`config.mk`:
```
export PLATFORM = sky130hd
export DESIGN_NAME = sccb_config_sequencer
export DESIGN_NICKNAME = d
export VERILOG_FILES = /design/src/rtl/sccb_config_sequencer.sv
export SDC_FILE = /design/constraint.sdc
export NUM_CORES = 1
export LEC_CHECK = 0
export ABC_AREA = 0
export BUFFER_PORTS_ARGS = -buffer_cell sky130_fd_sc_hd__buf_2
export CORE_ASPECT_RATIO = 0.5
export CORE_MARGIN = 3
export CORE_UTILIZATION = 40
export CTS_CLUSTER_SIZE = 8
export DETAILED_ROUTE_END_ITERATION = 7
export GPL_TIMING_DRIVEN = 0
export PLACE_DENSITY_LB_ADDON = 0.05
export RECOVER_POWER = 100
export SLEW_MARGIN = 5
export SYNTH_ARGS = -nofsm -noshare
export SYNTH_HDL_FRONTEND = slang
export SYNTH_SLANG_ARGS = --single-unit
```
`constraint.sdc`:
```
create_clock -name clk -period 8.8 [get_ports clk]
set_input_delay 1.76 -clock clk [delete_from_list [all_inputs] [get_ports clk]]
set_output_delay 1.76 -clock clk [all_outputs]
set_load 0.005 [all_outputs]
```
`src/rtl/sccb_config_sequencer.sv`:
```
// Walks a synchronous register-table ROM and issues one SCCB write per entry via sccb_interface.
// Define SCCB_SEQ_TIMEOUT_EN to add a handshake watchdog that drives seq_error.
module sccb_config_sequencer #(
  parameter int unsigned CLK_FREQ   = 25000000,
  parameter int unsigned POWERUP_MS = 10,
  parameter int unsigned ROM_AW     = 8,
  parameter logic [7:0]  DELAY_TAG  = 8'hF0
) (
  input  logic              clk,
  input  logic              rst_n,
  input  logic              clk_en,
  input  logic              init_start,
  input  logic              sccb_ready,
  input  logic [15:0]       rom_data,
  output logic [ROM_AW-1:0] rom_addr,
  output logic              sccb_start,
  output logic [7:0]        sccb_addr,
  output logic [7:0]        sccb_data,
  output logic              busy,
  output logic              done,
  output logic [7:0]        write_count,
  output logic              seq_error
);

  localparam int unsigned       TICK_CYC  = (CLK_FREQ >= 1000) ? (CLK_FREQ / 1000) : 1;
  localparam int unsigned       TICK_W    = (TICK_CYC > 1) ? $clog2(TICK_CYC) : 1;
  localparam logic [TICK_W-1:0] TICK_LAST = TICK_W'(TICK_CYC - 1);
  localparam int unsigned       MS_W      = 16;
  localparam logic [ROM_AW-1:0] ADDR_LAST = {ROM_AW{1'b1}};
`ifdef SCCB_SEQ_TIMEOUT_EN
  localparam int unsigned DONE_CYC     = ((20 * CLK_FREQ) / 100000 > 0) ? ((20 * CLK_FREQ) / 100000) : 1;
  localparam logic [23:0] WD_BUSY_LAST = 24'd15;
  localparam logic [23:0] WD_DONE_LAST = 24'(DONE_CYC - 1);
`endif

  typedef enum logic [3:0] {
    S_IDLE, S_PWRUP, S_FETCH, S_WAIT_ROM, S_DECODE,
    S_ISSUE, S_WAIT_BUSY, S_WAIT_DONE, S_DELAY, S_DONE
  } state_t;

  state_t              state_q, state_d;
  logic [ROM_AW-1:0]   rom_addr_q, rom_addr_d;
  logic                start_q, start_d;
  logic [7:0]          addr_q, addr_d;
  logic [7:0]          data_q, data_d;
  logic                busy_q, busy_d;
  logic                done_q, done_d;
  logic [7:0]          wcnt_q, wcnt_d;
  logic [15:0]         entry_q, entry_d;
  logic [TICK_W-1:0]   tick_q, tick_d;
  logic [MS_W-1:0]     ms_q, ms_d;
`ifdef SCCB_SEQ_TIMEOUT_EN
  logic [23:0]         wd_q, wd_d;
  logic                err_q, err_d;
`endif
  logic                tick_s, ms_zero_s, ms_last_s, advance_s, finish_s;

  assign tick_s    = (tick_q == TICK_LAST);
  assign ms_zero_s = (ms_q == {MS_W{1'b0}});
  assign ms_last_s = tick_s && (ms_q == MS_W'(1));

  // Next-state and datapath decode for the table walk
  always_comb begin
    state_d    = state_q;
    rom_addr_d = rom_addr_q;
    start_d    = start_q;
    addr_d     = addr_q;
    data_d     = data_q;
    busy_d     = busy_q;
    done_d     = done_q;
    wcnt_d     = wcnt_q;
    entry_d    = entry_q;
    tick_d     = tick_q;
    ms_d       = ms_q;
    advance_s  = 1'b0;
    finish_s   = 1'b0;
`ifdef SCCB_SEQ_TIMEOUT_EN
    wd_d       = wd_q;
    err_d      = err_q;
`endif

    // Shared ms timebase for power-up and delay entries; state entry overrides below
    if ((state_q == S_PWRUP || state_q == S_DELAY) && !ms_zero_s) begin
      tick_d = tick_s ? {TICK_W{1'b0}} : tick_q + TICK_W'(1);
      ms_d   = tick_s ? ms_q - MS_W'(1) : ms_q;
    end else begin
      tick_d = tick_q;
    end

    case (state_q)
      S_IDLE: begin
        if (init_start && sccb_ready) begin
          busy_d     = 1'b1;
          done_d     = 1'b0;
          wcnt_d     = 8'd0;
          rom_addr_d = {ROM_AW{1'b0}};
          tick_d     = {TICK_W{1'b0}};
          ms_d       = MS_W'(POWERUP_MS);
          state_d    = S_PWRUP;
`ifdef SCCB_SEQ_TIMEOUT_EN
          err_d      = 1'b0;
`endif
        end else begin
          state_d = S_IDLE;
        end
      end
      S_PWRUP: begin
        if (ms_zero_s || ms_last_s) begin
          state_d = S_FETCH;
        end else begin
          state_d = S_PWRUP;
        end
      end
      S_FETCH:    state_d = S_WAIT_ROM;
      S_WAIT_ROM: begin
        entry_d = rom_data;
        state_d = S_DECODE;
      end
      S_DECODE: begin
        if (entry_q == 16'hFFFF) begin
          finish_s = 1'b1;
        end else if (entry_q[15:8] == DELAY_TAG) begin
          ms_d    = {8'h00, entry_q[7:0]};
          tick_d  = {TICK_W{1'b0}};
          state_d = S_DELAY;
        end else if (entry_q[15:8] == 8'hFE) begin
          // 0xFE selects a read in sccb_interface, so it is never written
          advance_s = 1'b1;
        end else begin
          addr_d  = entry_q[15:8];
          data_d  = entry_q[7:0];
          start_d = 1'b1;
          state_d = S_ISSUE;
        end
      end
      S_ISSUE: begin
        start_d = 1'b0;
        state_d = S_WAIT_BUSY;
`ifdef SCCB_SEQ_TIMEOUT_EN
        wd_d    = 24'd0;
`endif
      end
      S_WAIT_BUSY: begin
        if (!sccb_ready) begin
          state_d = S_WAIT_DONE;
`ifdef SCCB_SEQ_TIMEOUT_EN
          wd_d    = 24'd0;
        end else if (wd_q == WD_BUSY_LAST) begin
          err_d    = 1'b1;
          finish_s = 1'b1;
        end else begin
          wd_d = wd_q + 24'd1;
`else
        end else begin
          state_d = S_WAIT_BUSY;
`endif
        end
      end
      S_WAIT_DONE: begin
        if (sccb_ready) begin
          wcnt_d    = (wcnt_q == 8'hFF) ? wcnt_q : wcnt_q + 8'd1;
          advance_s = 1'b1;
`ifdef SCCB_SEQ_TIMEOUT_EN
        end else if (wd_q == WD_DONE_LAST) begin
          err_d    = 1'b1;
          finish_s = 1'b1;
        end else begin
          wd_d = wd_q + 24'd1;
`else
        end else begin
          state_d = S_WAIT_DONE;
`endif
        end
      end
      S_DELAY: begin
        if (ms_zero_s || ms_last_s) begin
          advance_s = 1'b1;
        end else begin
          state_d = S_DELAY;
        end
      end
      S_DONE:  state_d = S_IDLE;
      default: state_d = S_IDLE;
    endcase

    // Consuming the last table index without an end marker ends the pass
    if (finish_s || (advance_s && (rom_addr_q == ADDR_LAST))) begin
      state_d = S_DONE;
      busy_d  = 1'b0;
      done_d  = 1'b1;
    end else if (advance_s) begin
      rom_addr_d = rom_addr_q + ROM_AW'(1);
      state_d    = S_FETCH;
    end else begin
      rom_addr_d = rom_addr_d;
    end
  end

  // State register, advanced only on clk_en cycles
  always_ff @(posedge clk or negedge rst_n) begin
    if (!rst_n) begin
      state_q    <= S_IDLE;
      rom_addr_q <= {ROM_AW{1'b0}};
      start_q    <= 1'b0;
      addr_q     <= 8'd0;
      data_q     <= 8'd0;
      busy_q     <= 1'b0;
      done_q     <= 1'b0;
      wcnt_q     <= 8'd0;
      entry_q    <= 16'd0;
      tick_q     <= {TICK_W{1'b0}};
      ms_q       <= {MS_W{1'b0}};
`ifdef SCCB_SEQ_TIMEOUT_EN
      wd_q       <= 24'd0;
      err_q      <= 1'b0;
`endif
    end else if (clk_en) begin
      state_q    <= state_d;
      rom_addr_q <= rom_addr_d;
      start_q    <= start_d;
      addr_q     <= addr_d;
      data_q     <= data_d;
      busy_q     <= busy_d;
      done_q     <= done_d;
      wcnt_q     <= wcnt_d;
      entry_q    <= entry_d;
      tick_q     <= tick_d;
      ms_q       <= ms_d;
`ifdef SCCB_SEQ_TIMEOUT_EN
      wd_q       <= wd_d;
      err_q      <= err_d;
`endif
    end
  end

  assign rom_addr    = rom_addr_q;
  assign sccb_start  = start_q;
  assign sccb_addr   = addr_q;
  assign sccb_data   = data_q;
  assign busy        = busy_q;
  assign done        = done_q;
  assign write_count = wcnt_q;
`ifdef SCCB_SEQ_TIMEOUT_EN
  assign seq_error   = err_q;
`else
  assign seq_error   = 1'b0;
`endif

endmodule

```
== Word level (Yosys, flattened, before mapping) ==
Cells that the tools add are included.
W data, S select, Z words.
Storage, ports and cells
  memories: 0
  flip-flop bits (word level): 86
  output and inout bits: 36
  logic and storage cells: 112
  RAM bits: 0
  ROM bits: 0
  bits of input ports: 21
  latch bits: 0
Cells by class
  reductions and logical operators: 20
  bitwise operators: 3
  shift operators: 0
  add/sub/neg operators: 4
  multipliers: 0
  mux-type cells: 49
  order comparisons: 0
  eq/ne operators: 25
  div/mod/pow operators: 0
Operators by type and width (count)
  $mux W16: 5
  $mux W15: 5
  $mux W8: 7
  $pmux W4 S9: 1
  $eq A8 B8 Y1 const B: 4
  $pmux W16 S2: 1
  $pmux W15 S2: 1
  $mux W4: 7
  $reduce_and A5 Y1: 4
  $mux W1: 18
  $add A8 B1 Y8 const B: 2
  $eq A16 B1 Y1 const B: 1
  $eq A16 B16 Y1 const B: 1
  $eq A4 B3 Y1 const B: 4
  $logic_not A16 Y1: 1
  $pmux W8 S2: 1
  $sub A16 B1 Y16 const B: 1
  $add A15 B1 Y15 const B: 1
  $eq A15 B15 Y1 const B: 1
  $ne A2 B2 Y1 const B: 6
  $eq A4 B2 Y1 const B: 2
  $ne A4 B4 Y1 const B: 2
  $reduce_bool A2 Y1: 4
  $ne A5 B5 Y1 const B: 1
  13 further kinds: 20

== Logic depth before layout (Yosys ltp) ==
  depth in word-level cells: 9
  mapped depth: 9
  depth with buffers taken out: 8

== Worst setup path before layout ==
OpenSTA, ideal clock, no wires.
  kind: input to register
  start point: in clk_en
  end point: reg addr_q[0], in the netlist sccb_addr[0]
  cell stages on the path: 5
  data required time: 8.675 ns
  path buffers: 3
  library setup time: 0.125 ns
  data arrival time: 3.179 ns
  setup slack: 5.496 ns
  cell sequence: clkbuf_1 > and3_1 > clkbuf_1 > buf_1 > mux2_2
On the way
  cells in the longest elaborated chain, start to end: 1
RTL lines
  start: declaration: line 11  | input logic clk_en,
  $reduce_and A5 Y1 (no line)
  end signal: assignment: line 221  | addr_q <= addr_d;
  end: declaration: line 44  | logic [7:0] addr_q, addr_d;
Every way passes these cells.
A chain may end at the register's enable or synchronous reset.

==> summary.md <==
| Metric | Value |
|---|---|
| Status | finished, violations left |
| Failing checks | max-capacitance violations, max-slew violations |
| Cell Rows | 26 |
| # DRC | 0 |
| Starting Density | 42.3% |
| Crit. End Element | asynchronous set/reset pin |
| Library cells used by synthesis | 66 |
| Mapped Area | 4450 um2 |
| # nets final | 527 |
| Pwr Density | 257 nW/um2 |
| Critical path buffers and inverters | 2 |
| Final min period | 5330 ps |
| Core area | 10500 um2 |
| Final WL | 11.4 mm |
| Setup repair bufs after CTS | 0 |
| Input/output buffers | 55 |
| Root buf cell | clkbuf_16 |
| Mapped Cells | 434 |
| Worst R2R Path Depth | 6 |
| CTS tree | built |
| # H-tree levels | 3 |
| Vias in the first global route | 3436 |
| Clock latency on the worst-skew pair | 350 ps |
| CTS Buf Count | 9 |
| Mapped Nets | 460 |
| Clock slew at reported path FFs | 70 ps |
| Hold/Removal Path Class | reg2reg |
| MaxCap Viol Count | 2 |
| Peak VDD IR | 0.000129 V |
| Startpoint Class | input port |
| Post-layout util | 49.3% |
| Count of final hold-check violations | 0 |
| Pleak | 0.00227 uW |
| Number of diodes | 0 |
| CP cell instances | clkbuf_1, clkbuf_1 |
| Pin slew with the least headroom to its limit | 2530 ps |
| RSZ-0062 raised after global routing | false |
| Die Y | 80.6 um |
| Total stage count of the critical path | 2 |
| Area delta synth->final | 16.4% |
| Top_reg_cell synth | dfrtp_1 |
| Initial DRT Pass Iterations | 5 |
| TNS Setup | 0 ps |
| Congestion Overflow GR | 0 |
| Async S/R FF share, synth | 100% |
| CP max stage cell | clkbuf_1 |
| Max incr delay on CP | 1890 ps |
| Share of cells above drive strength 1 | 18.6% |
| Antenna-violating nets left | 0 |
| Data arrival time of the worst path | 5250 ps |
| Pins Over Slew Limit | 89 |
| Die Area | 12500 um2 |
| Resize count post-CTS | 0 |
| #FFs+latches synth | 86 |
| Post-synth EDFFs | 0 |
| Io pins | 57 |
| Avg Cell Area, Syn | 10.3 um2 |
| Clock sink total | 86 |
| Max-slew headroom | -68.6% |
| Overall Global Routing Usage | 19.1% |
| Syn. warnings | 0 |
| DRT iter0 DRCs | 285 |
| Top cell family by delay on the critical path | buffers and inverters |
| Final HPWL DP | 8.17 mm |
| Period utilization | 60.5% |
| Fin cells | 646 |
| Fin area | 5180 um2 |
| Placement Cell Area | 4930 um2 |
| GPL Wtd Cong | 0.814 |
| Setup Skew | 10.2 ps |
| Max Buffers Root-to-Sink | 2 |
| Wire length per cell | 17.6 um |
| Initial antenna violation count | 0 |
| Kind of critical path | in2async |
| # hold bufs at CTS | 0 |
| Hold Path Stages | 1 |
| CP max FO | 45 |
| Die extent in x | 155 um |
| Final setup fails | 0 |
| FMAX | 0.188 GHz |
| Post-synthesis sequential area ratio | 48.4% |
| Cell Count Post-Placement | 630 |
| Most frequent CP cell | clkbuf_1 |
| Via density | 5.69 |
| First-pass GRT wire length | 18.6 mm |
| Total number of vias | 3674 |
| Largest net degree at the start of global routing | 46 |
| Required @ worst endpoint | 8720 ps |
[routing by layer]
| metal | wire, um | vias up | track usage (%) |
|---|---|---|---|
| met2 | 4690 | 81 | 26.4 |
| met1 | 5810 | 1801 | 28.6 |
| met4 | 84 | 0 | 4.14 |
| met5 | 0 | - | 0 |
| li1 | - | 1784 | - |
| met3 | 774 | 8 | 6.19 |
[layout by cell type, fill, tap and decap left out, types with 7 or more instances in the layout]
cell type	count
nor3_1	8
inv_1	8
dfrtp_1	86
mux2_2	33
a21oi_1	20
clkbuf_16	9
and3_1	12
o21ai_0	27
xnor2_1	7
a22o_1	11
nand2_1	40
a31oi_1	7
nor2_1	22
buf_2	37
or4_1	8
clkbuf_1	36
nand3_1	23
[report_power, final]
group | switching [uW] | internal (uW) | leakage, uW
logic | 166 | 164 | 0.000996
registers | 94.3 | 498 | 0.00111
clock network | 173 | 233 | 0.000155
total | 434 | 895 | 0.00227
[cells in the mapped netlist, types with 3 or more instances]
library cell	instances	area, um2
a32o_1	3	30.0
inv_1	8	30.0
xnor2_1	7	61.3
clkbuf_1	15	56.3
o311ai_0	3	26.3
nor4b_1	3	26.3
a211oi_1	5	37.5
nand4b_1	3	26.3
ha_1	5	62.6
o21ai_0	26	130
or4_1	6	45.0
and3_1	12	75.1
nor2b_1	3	18.8
nand2_1	40	150
nand4_1	6	37.5
a22o_1	11	96.3
or3_1	6	37.5
nor4_1	5	31.3
a21oi_1	20	100
and2_1	5	31.3
dfrtp_1	86	2150
mux2i_1	4	40.0
nor2_1	22	82.6
nor3_1	8	40.0
nand3_1	23	115
a31oi_1	7	43.8
nand2b_1	3	18.8
and4_1	3	26.3
a311oi_1	3	26.3
o211ai_1	3	22.5
mux2_2	33	372
[sequential cells by signal, indices dropped and copies added, names as in the netlist]
signal	flops
busy	1
rom_addr	8
state_q	4
sccb_data	8
done	1
sccb_addr	8
sccb_start	1
entry_q	16
ms_q	16
write_count	8
tick_q	15
[final cells by class]
cell class	instances	area [um2]
tap	140	175
inverter	8	30.0
fill	995	5330
clock buffer	10	239
timing repair buffer	56	255
clock inverter	6	73.8
multi-input combinational	321	2180
sequential	86	2150
buffer	19	76.3
[final timing paths]
path / from / end / slack (ps)
max: rst_n / ms_q[7]$_DFFE_PN0P_ / 3470
min: done$_DFFE_PN0P_ / done$_DFFE_PN0P_ / 480
max reg2reg: tick_q[6]$_DFFE_PN0P_ / ms_q[13]$_DFFE_PN0P_ / 5330
min reg2reg: done$_DFFE_PN0P_ / done$_DFFE_PN0P_ / 480
max in group clk: sccb_ready / rom_addr[7]$_DFFE_PN0P_ / 4980
min in group asynchronous: rst_n / tick_q[3]$_DFFE_PN0P_ / 2070
[stage by stage]
| step | power, uW | worst slack (ps) | hold WS [ps] |
|---|---|---|---|
| after floorplan | 793 | 5500 | 451 |
| after CTS | 1350 | 5130 | 491 |
| after global routing | 1410 | 2570 | 508 |
| after global placement | 931 | 4770 | 460 |
| final | 1330 | 3470 | 484 |
| after detailed placement | 939 | 4780 | 474 |
[kinds of logic (layout without fill, tap and decap cells)]
| group | after synthesis | in the layout | synth area share, % |
|---|---|---|---|
| DFF | 86 | 86 | 48.4 |
| xor gates and xnor gates | 9 | 9 | 1.77 |
| muxes | 37 | 37 | 9.25 |
| AOI/OAI and AO/OA | 104 | 104 | 15.9 |
| buffers and inverters | 27 | 99 | 2.39 |
| adders and majority gates | 5 | 5 | 1.41 |
| and+or+nand+nor | 165 | 165 | 20.8 |
| other | 1 | 1 | 0.0843 |
Power figures use the tool's default switching activity.
